==> config.mk <==
export PLATFORM = sky130hd
export DESIGN_NAME = load_store_unit_flat
export DESIGN_NICKNAME = d
export VERILOG_FILES = /design/src/rtl/load_store_unit_if.sv /design/src/rtl/load_store_unit.sv /design/src/flat_wrapper.sv
export SDC_FILE = /design/constraint.sdc
export NUM_CORES = 1
export LEC_CHECK = 0
export ABC_AREA = 1
export BUFFER_PORTS_ARGS = -buffer_cell sky130_fd_sc_hd__buf_2
export CORE_MARGIN = 3
export CORE_UTILIZATION = 45
export DETAILED_ROUTE_END_ITERATION = 7
export PLACE_DENSITY = 0.73
export SYNTH_ARGS = -nofsm -noshare
export SYNTH_HDL_FRONTEND = slang
export SYNTH_SLANG_ARGS = --single-unit
==> constraint.sdc <==
create_clock -name clock -period 2.95 [get_ports clock]
set_input_delay 0.1475 -clock clock [delete_from_list [all_inputs] [get_ports clock]]
set_output_delay 0.1475 -clock clock [all_outputs]
set_load 0.01 [all_outputs]
==> src/rtl/load_store_unit_if.sv <==
// Request/response handshake from the execute stage plus the word-addressed bus to mmu.
// The slave modport is the load/store unit; the master side is the core and mmu together.
interface load_store_unit_if;
  logic        reqValid;
  logic        reqReady;
  logic        reqWrite;
  logic [2:0]  funct3;
  logic [31:0] addr;
  logic [31:0] wdata;
  logic        respValid;
  logic [31:0] rdata;
  logic        misaligned;
  logic        illegal;
  logic [31:0] faultAddr;
  logic [31:0] vaddr;
  logic [31:0] data;
  logic [3:0]  byteena;
  logic        memWE;
  logic [31:0] q;

  modport master (
    output reqValid, reqWrite, funct3, addr, wdata, q,
    input  reqReady, respValid, rdata, misaligned, illegal, faultAddr,
           vaddr, data, byteena, memWE
  );

  modport slave (
    input  reqValid, reqWrite, funct3, addr, wdata, q,
    output reqReady, respValid, rdata, misaligned, illegal, faultAddr,
           vaddr, data, byteena, memWE
  );
endinterface

==> src/rtl/load_store_unit.sv <==
// RV32I load/store sequencer in front of mmu: lane placement for stores, fixed-latency
// read with lane extraction and sign/zero extension for loads, fault flagging without access.
module load_store_unit #(
  parameter int unsigned READ_LATENCY = 3
) (
  input logic              clock,
  input logic              RST,
  load_store_unit_if.slave bus
);

  typedef enum logic [1:0] {IDLE, STORE, LOAD, RESP} state_t;

  localparam int unsigned CW = (READ_LATENCY < 1) ? 1 : $clog2(READ_LATENCY + 1);
  localparam logic [CW-1:0] LAST = CW'(READ_LATENCY);

  state_t      state;
  logic [CW-1:0] cnt;
  logic [2:0]  capFunct3;
  logic [1:0]  capAddrLo;

  logic        illegalReq;
  logic        misalignedReq;
  logic [3:0]  storeBe;
  logic [31:0] storeData;
  logic [31:0] lane;
  logic [31:0] laneExt;

  // Request decode, evaluated against the live request fields in IDLE.
  always_comb begin
    illegalReq    = 1'b0;
    misalignedReq = 1'b0;
    storeBe       = '0;
    storeData     = '0;

    if (bus.reqWrite) illegalReq = (bus.funct3 >= 3'd3);
    else              illegalReq = (bus.funct3 == 3'd3) || (bus.funct3[2:1] == 2'b11);

    case (bus.funct3[1:0])
      2'b01:   misalignedReq = bus.addr[0];
      2'b10:   misalignedReq = (bus.addr[1:0] != 2'b00);
      default: misalignedReq = 1'b0;
    endcase

    case (bus.funct3[1:0])
      2'b00: begin
        storeBe   = 4'b0001 << bus.addr[1:0];
        storeData = {4{bus.wdata[7:0]}};
      end
      2'b01: begin
        storeBe   = 4'b0011 << bus.addr[1:0];
        storeData = {2{bus.wdata[15:0]}};
      end
      default: begin
        storeBe   = 4'b1111;
        storeData = bus.wdata;
      end
    endcase
  end

  // Lane extraction from the returned word using the captured request.
  always_comb begin
    lane = bus.q >> {capAddrLo, 3'b000};
    case (capFunct3)
      3'd0:    laneExt = {{24{lane[7]}}, lane[7:0]};
      3'd1:    laneExt = {{16{lane[15]}}, lane[15:0]};
      3'd4:    laneExt = {24'h0, lane[7:0]};
      3'd5:    laneExt = {16'h0, lane[15:0]};
      default: laneExt = lane;
    endcase
  end

  always_ff @(posedge clock) begin
    if (RST) begin
      state          <= IDLE;
      cnt            <= '0;
      capFunct3      <= '0;
      capAddrLo      <= '0;
      bus.reqReady   <= 1'b1;
      bus.respValid  <= 1'b0;
      bus.rdata      <= '0;
      bus.misaligned <= 1'b0;
      bus.illegal    <= 1'b0;
      bus.faultAddr  <= '0;
      bus.vaddr      <= '0;
      bus.data       <= '0;
      bus.byteena    <= '0;
      bus.memWE      <= 1'b0;
    end else begin
      // Pulses and write strobes drop unless a branch below re-asserts them.
      bus.respValid  <= 1'b0;
      bus.misaligned <= 1'b0;
      bus.illegal    <= 1'b0;
      bus.memWE      <= 1'b0;
      bus.byteena    <= '0;

      case (state)
        IDLE: begin
          if (bus.reqValid) begin
            if (illegalReq) begin
              bus.illegal   <= 1'b1;
              bus.faultAddr <= bus.addr;
            end else if (misalignedReq) begin
              bus.misaligned <= 1'b1;
              bus.faultAddr  <= bus.addr;
            end else if (bus.reqWrite) begin
              state         <= STORE;
              bus.reqReady  <= 1'b0;
              bus.vaddr     <= bus.addr;
              bus.data      <= storeData;
              bus.byteena   <= storeBe;
              bus.memWE     <= 1'b1;
              bus.respValid <= 1'b1;
              bus.rdata     <= '0;
            end else begin
              state        <= LOAD;
              bus.reqReady <= 1'b0;
              bus.vaddr    <= bus.addr;
              cnt          <= '0;
              capFunct3    <= bus.funct3;
              capAddrLo    <= bus.addr[1:0];
            end
          end
        end

        STORE: begin
          state        <= IDLE;
          bus.reqReady <= 1'b1;
        end

        LOAD: begin
          if (cnt == LAST) begin
            bus.rdata     <= laneExt;
            bus.respValid <= 1'b1;
            state         <= RESP;
          end else begin
            cnt <= cnt + CW'(1);
          end
        end

        RESP: begin
          state        <= IDLE;
          bus.reqReady <= 1'b1;
        end

        default: begin
          state        <= IDLE;
          bus.reqReady <= 1'b1;
        end
      endcase
    end
  end

endmodule

==> src/flat_wrapper.sv <==
// flat-port wrapper written by rule: the top's interface ports become plain ports
module load_store_unit_flat 
#(
  parameter int unsigned READ_LATENCY = 3
)
  (clock, RST, bus_reqValid, bus_reqWrite, bus_funct3, bus_addr, bus_wdata, bus_q, bus_reqReady, bus_respValid, bus_rdata, bus_misaligned, bus_illegal, bus_faultAddr, bus_vaddr, bus_data, bus_byteena, bus_memWE);
  load_store_unit_if bus_i ();
  input logic clock;
  input logic RST;
  input wire logic [$bits(bus_i.reqValid)-1:0] bus_reqValid;
  input wire logic [$bits(bus_i.reqWrite)-1:0] bus_reqWrite;
  input wire logic [$bits(bus_i.funct3)-1:0] bus_funct3;
  input wire logic [$bits(bus_i.addr)-1:0] bus_addr;
  input wire logic [$bits(bus_i.wdata)-1:0] bus_wdata;
  input wire logic [$bits(bus_i.q)-1:0] bus_q;
  output wire logic [$bits(bus_i.reqReady)-1:0] bus_reqReady;
  output wire logic [$bits(bus_i.respValid)-1:0] bus_respValid;
  output wire logic [$bits(bus_i.rdata)-1:0] bus_rdata;
  output wire logic [$bits(bus_i.misaligned)-1:0] bus_misaligned;
  output wire logic [$bits(bus_i.illegal)-1:0] bus_illegal;
  output wire logic [$bits(bus_i.faultAddr)-1:0] bus_faultAddr;
  output wire logic [$bits(bus_i.vaddr)-1:0] bus_vaddr;
  output wire logic [$bits(bus_i.data)-1:0] bus_data;
  output wire logic [$bits(bus_i.byteena)-1:0] bus_byteena;
  output wire logic [$bits(bus_i.memWE)-1:0] bus_memWE;
  assign bus_i.reqValid = bus_reqValid;
  assign bus_i.reqWrite = bus_reqWrite;
  assign bus_i.funct3 = bus_funct3;
  assign bus_i.addr = bus_addr;
  assign bus_i.wdata = bus_wdata;
  assign bus_i.q = bus_q;
  assign bus_reqReady = bus_i.reqReady;
  assign bus_respValid = bus_i.respValid;
  assign bus_rdata = bus_i.rdata;
  assign bus_misaligned = bus_i.misaligned;
  assign bus_illegal = bus_i.illegal;
  assign bus_faultAddr = bus_i.faultAddr;
  assign bus_vaddr = bus_i.vaddr;
  assign bus_data = bus_i.data;
  assign bus_byteena = bus_i.byteena;
  assign bus_memWE = bus_i.memWE;
  load_store_unit #(.READ_LATENCY(READ_LATENCY)) u_core (.clock(clock), .RST(RST), .bus(bus_i));
endmodule
Word level (Yosys, flattened, before mapping)
Index checks and enable logic that the tools add are counted.

storage, ports and cells
  bits in registers = 146
  bits of input ports = 103

operators by class
  $add $sub $neg = 1
  $lt $le $gt $ge = 1
  equal/unequal tests = 18
  shifts and indexed selects = 3
  mux-type cells = 37
  bitwise logic cells = 5
  reduce and logical (&&, ||, !) cells = 21

operator list
  cell                   number
  $mux W32               7
  $pmux W32 S2           2
  $pmux W32 S4           1
  $shr A32 B5 Y32        1
  $mux W2                10
  $ne A2 B2 Y1 const B   6
  $reduce_and A4 Y1      3
  $reduce_and A6 Y1      2
  $mux W1                11
  $eq A2 B2 Y1 const B   5
  $reduce_and A5 Y1      2
  $pmux W4 S2            1
  $reduce_bool A2 Y1     4
  $eq A3 B3 Y1 const B   2
  $pmux W1 S2            3
  $pmux W2 S3            1
  $reduce_or A6 Y1       1
  $not A1 Y1             5
  $eq A2 B1 Y1 const B   2
  $logic_not A2 Y1       2
  $pmux W2 S2            1
  $reduce_or A2 Y1       2
  $reduce_or A4 Y1       1
  $shl A1 B2 Y4 const A  1
  other kinds (10)       10

Logic depth before layout (Yosys ltp)
  depth in word-level cells = 6
  mapped depth = 12

Least setup slack after synthesis
OpenSTA, ideal clock, no wires.

  kind = input to register
  from = in bus_funct3[1]
  to = reg u_core.bus.vaddr[27] (netlist name)
  arrival = 1532 ps
  setup slack = 1347 ps
  cell stages on the path = 10
  path buffers = 3
  cells stage by stage = buf_4 > inv_1 > ha_1 > a21oi_1 > nor2_4 > nor2_8 > buf_6 > buf_4 > nand3_1 > a21oi_1

on the way
  longest elaborated chain between the ends = 5
  elaborated cells on any way between the ends = 11
  classes of those cells = order compare (1); eq/ne (4); mux (2); bitwise (2); reduce/logical (2)

RTL lines
  element                                               line                      source
  start, declared                                       flat_wrapper.sv:12        input wire logic [$bits(bus_i.funct3)-1:0] bus_funct3;
  branches (longest 4 deep; another with $ge A3 B2 Y1)  -
  $reduce_and A4 Y1 (no line) *                         -
  end signal, assigned                                  load_store_unit.sv:108    bus.vaddr <= bus.addr;
  end signal, assigned                                  load_store_unit.sv:117    bus.vaddr <= bus.addr;
  end, declared                                         load_store_unit_if.sv:30  vaddr, data, byteena, memWE

Mark *: on every way between the ends.
A chain may end at the register's enable or synchronous reset.

Worst setup path after layout
  from = reg u_core.capAddrLo[0]
  to = reg u_core.bus.rdata[28]

on the way
  longest elaborated chain between the ends = 4

RTL lines
  element                 line                      source
  start, declared         load_store_unit.sv:19     logic [1:0] capAddrLo;
  start signal, assigned  load_store_unit.sv:120    capAddrLo <= bus.addr[1:0];
  $shr A32 B5 Y32         load_store_unit.sv:62     lane = bus.q >> {capAddrLo, 3'b000};
  $pmux W32 S4            load_store_unit.sv:63     case (capFunct3)
  $mux W32                load_store_unit.sv:131    if (cnt == LAST) begin
  $pmux W32 S2            load_store_unit.sv:96     case (state)
  end signal, assigned    load_store_unit.sv:132    bus.rdata <= laneExt;
  end, declared           load_store_unit_if.sv:29  output reqReady, respValid, rdata, misaligned, illegal, faultAddr,

Every way passes these cells. The select of a mux whose other input is x is not followed.

==> results.cfg <==
[clocking]
cts.sinks = 146
cts_tree = built
clock_latency_ns = 0.43
cts_buffers = 17
htree_levels = 4
cts_root_buf = clkbuf_16
cts_setup_buffers = 0
postCtsResizedCells = 0
cts_buffer_depth = 2
path_clk_slew_ns = 0.06

[hold_path]
hold_path_depth = 3
hold_start = bus_addr[16]
min_to = u_core.bus.faultAddr[16]
min_path_type = in2reg

[yosys]
yosys_register_bits = 146
synth_edf_count = 0
synth_most_common_cell = nand2_1
synth_area_leader_cell = dfxtp_1
synthTopCellsByArea = dfxtp_1 (43%), nand2_1 (17%), a21oi_1 (7.1%)
synthTopCellsByCount = nand2_1 (305), dfxtp_1 (146), nor2_1 (128), a21oi_1 (97), nand3_1 (81)
ys_seq_area_share_pct = 43.00
ys_types = 27
synth_nets = 1117
synth_top_area_share_pct = 43.00
yosys_warnings = 0
avgSynthCellArea_um2 = 6.737
synthArstFlopShare_pct = 0
ys.flop_type = dfxtp_1
netlist_instances = 1009
netlist_area_um2 = 6798

[setup_path]
ff2ff_setup_slack_ns = 0.89
crit_chain = buf_4 > inv_1 > nand2_1 > nand3_1 > nand3_4 > nand3_2 > nand2_1 > a21oi_1
rr_worst_depth = 8
path_common_cell = nand2_1
worst_setup_path_start_kind = register
critical-path-max-stage-delay_ns = 0.32
critPathKind = reg2reg
rr_startpoint = u_core.capAddrLo[0]
worstPathArrival_ns = 2.35
worstPathRequired_ns = 3.25
r2r-end = u_core.bus.rdata[28]
cp_max_fo = 25
endpoint_kind = register
critPathSlowestCell = inv_1

[power]
swShare_pct = 27.82
pwr-share-seq_pct = 40.1
p_int_mw = 3.870
power_mw = 5.362
clockPowerShare_pct = 41.8
p_per_area_nw_per_um2 = 606.6
p_sw_mw = 1.492
combPwrFrac_pct = 18.0
leakagePower_nw = 4.569
worst_ir_drop_vdd_mv = 0.4322

[routing]
wl_per_cell_um = 14.24
detail-route-antenna-nets = 0
viasPerCell = 5.033
vias = 7207
dr.pass1.iters = 7
drc_errors = 0
first_iter_violations = 460
totalWireLength_um = 20400

[floorplan]
rows = 44
core_um2 = 14640
initial_core_util_pct = 46.42
die_x_um = 128.9
ios = 240
die_h_um = 128.9
floorplan.die_area_um2 = 16620

[timing]
maxSlewViolCount = 0
tns_ns = 0
max_freq_mhz = 486.3
holdWs_ns = 0.01186
fin_crit_sh_pct = 69.71
tightestPinTransition_ns = 0.5676
final.setup_skew_ns = 0.01021
slew_headroom_pct = 62.10
rsz0062_at_grt = false
period_minus_slack_ns = 2.057
final_hold_viol_count = 0
setup_viol = 0

[run_status]
status = finished, final reports clean

[finish]
drive_above_1_share_pct = 25.00
multi_input_area_um2 = 3219
final_net_count = 1345
num-fill-cells = 1393
diodes = 0
instances_no_fill = 1432
layout.area.seq_um2 = 2923
syn2layout_area_growth_pct = 30.04

[global_routing]
grt_max_degree = 54
antenna_found_initial = 0
track_usage_pct = 23.69
grt_pass1_vias = 6496
gr-total-overflow = 0
grt_pass1_wl_um = 31880

[place]
place.gp.congestion = 0.9069
port_buffers = 239
dp_hpwl_um = 14430
dp.cells = 1382

[run]
cap_viol_max_count = 0
critical path, delay by kind of cell (launching register included):
kind | cells | cell delay (ns)
AO/OA/AOI/OAI | 1 | 0.07
buffers and inverters | 2 | 0.57
flip-flops | 1 | 0.30
AND/OR/NAND/NOR | 5 | 0.97
cells by family after synthesis:
family / count (synthesis) / synth area share [%]
and+or+nand+nor: 559 / 35.01
adders and majority gates: 5 / 0.9203
buffers and inverters: 153 / 9.645
AOI/OAI and AO/OA: 141 / 10.69
DFF: 146 / 43.00
muxes: 5 / 0.7363
power by group through the flow:
| stage | clock (mW) | sequential [mW] | combinational, mW |
|---|---|---|---|
| after floorplan | 0 | 2.24 | 0.572 |
| after detailed placement | 0 | 2.19 | 0.936 |
| after global routing | 2.36 | 2.16 | 1.08 |
| final | 2.24 | 2.15 | 0.966 |
| after CTS | 2.27 | 2.15 | 0.964 |
| after global placement | 0 | 2.19 | 0.927 |
how the worst max path moves through the flow:
stage / startpoint / end / slack [ns] / cells after the start
6_report: u_core.capAddrLo[0] / u_core.bus.rdata[28] / 0.89 / 8
3_3_place_gp: bus_funct3[1] / u_core.bus.data[2] / 0.67 / 11
3_5_place_dp: bus_funct3[1] / u_core.bus.data[4] / 0.58 / 11
4_1_cts: u_core.capAddrLo[0] / u_core.bus.rdata[28] / 0.95 / 8
2_1_floorplan: bus_funct3[1] / u_core.bus.vaddr[27] / 1.35 / 10
5_1_grt: u_core.capAddrLo[0] / u_core.bus.rdata[30] / 0.72 / 8
registers in the layout, summed over array words and instances (netlist names), 2 cells and up:
| name | count |
|---|---|
| u_core.bus.faultAddr | 32 |
| u_core.bus.byteena | 4 |
| u_core.capAddrLo | 2 |
| u_core.bus.rdata | 32 |
| u_core.cnt | 2 |
| u_core.capFunct3 | 3 |
| u_core.bus.data | 32 |
| u_core.bus.vaddr | 32 |
| u_core.state | 2 |
cell type report:
cell class | count | area share (%)
Timing Repair Buffer | 276 | 17.24
Inverter | 86 | 3.652
Multi-Input combinational cell | 710 | 36.42
Clock inverter | 8 | 1.430
Sequential cell | 146 | 33.06
Clock buffer | 22 | 5.591
Tap cell | 184 | 2.604
placed cells by master, fill, tap and decap left out:
master	synthesis	layout
a21oi_1	97	97
buf_2	26	239
buf_4	7	17
bufinv_16	0	3
clkbuf_16	0	17
clkbuf_8	0	5
clkinv_2	0	1
clkinv_4	0	1
clkinvlp_4	0	3
dfxtp_1	146	146
dlygate4sd3_1	0	20
ha_1	5	5
inv_1	77	76
inv_2	9	10
mux2i_1	5	5
nand2_1	305	305
nand2_2	4	4
nand2_4	1	1
nand3_1	81	81
nand3_2	3	3
nand3_4	2	2
nand4_1	26	26
nor2_1	128	128
nor2_2	2	2
nor2_4	1	1
nor2_8	2	2
nor3_1	3	3
o2111ai_1	1	1
o211ai_1	7	7
o21ai_0	36	36
or2_2	1	1
routing by layer:
layer  part of all wire, %  GRT usage (%)  vias up
met5                     0              0        -
met4                   2.0          7.721        0
met3                   8.2          5.978       35
met2                    46          38.02      285
met1                    44          31.31     3222
li1                      -              -     3665
what timing repair did:
item / CTS / global route
hold buffers: 20 / 0
hold endpoints to repair: 26 / 0
setup endpoints to repair: 0 / 0
per-stage QoR:
| stage | utilization, % | setup WS (ns) | area (um^2) |
|---|---|---|---|
| finish | 60.36 | 0.8934 | 8840 |
| floorplan | - | 1.347 | 6798 |
| global route | 60.36 | 0.7162 | 8840 |
| global placement | 54.76 | 0.6720 | 8019 |
| CTS | 60.36 | 0.9501 | 8840 |
| detailed placement | 54.76 | 0.5775 | 8019 |
Power figures use the tool's default switching activity.
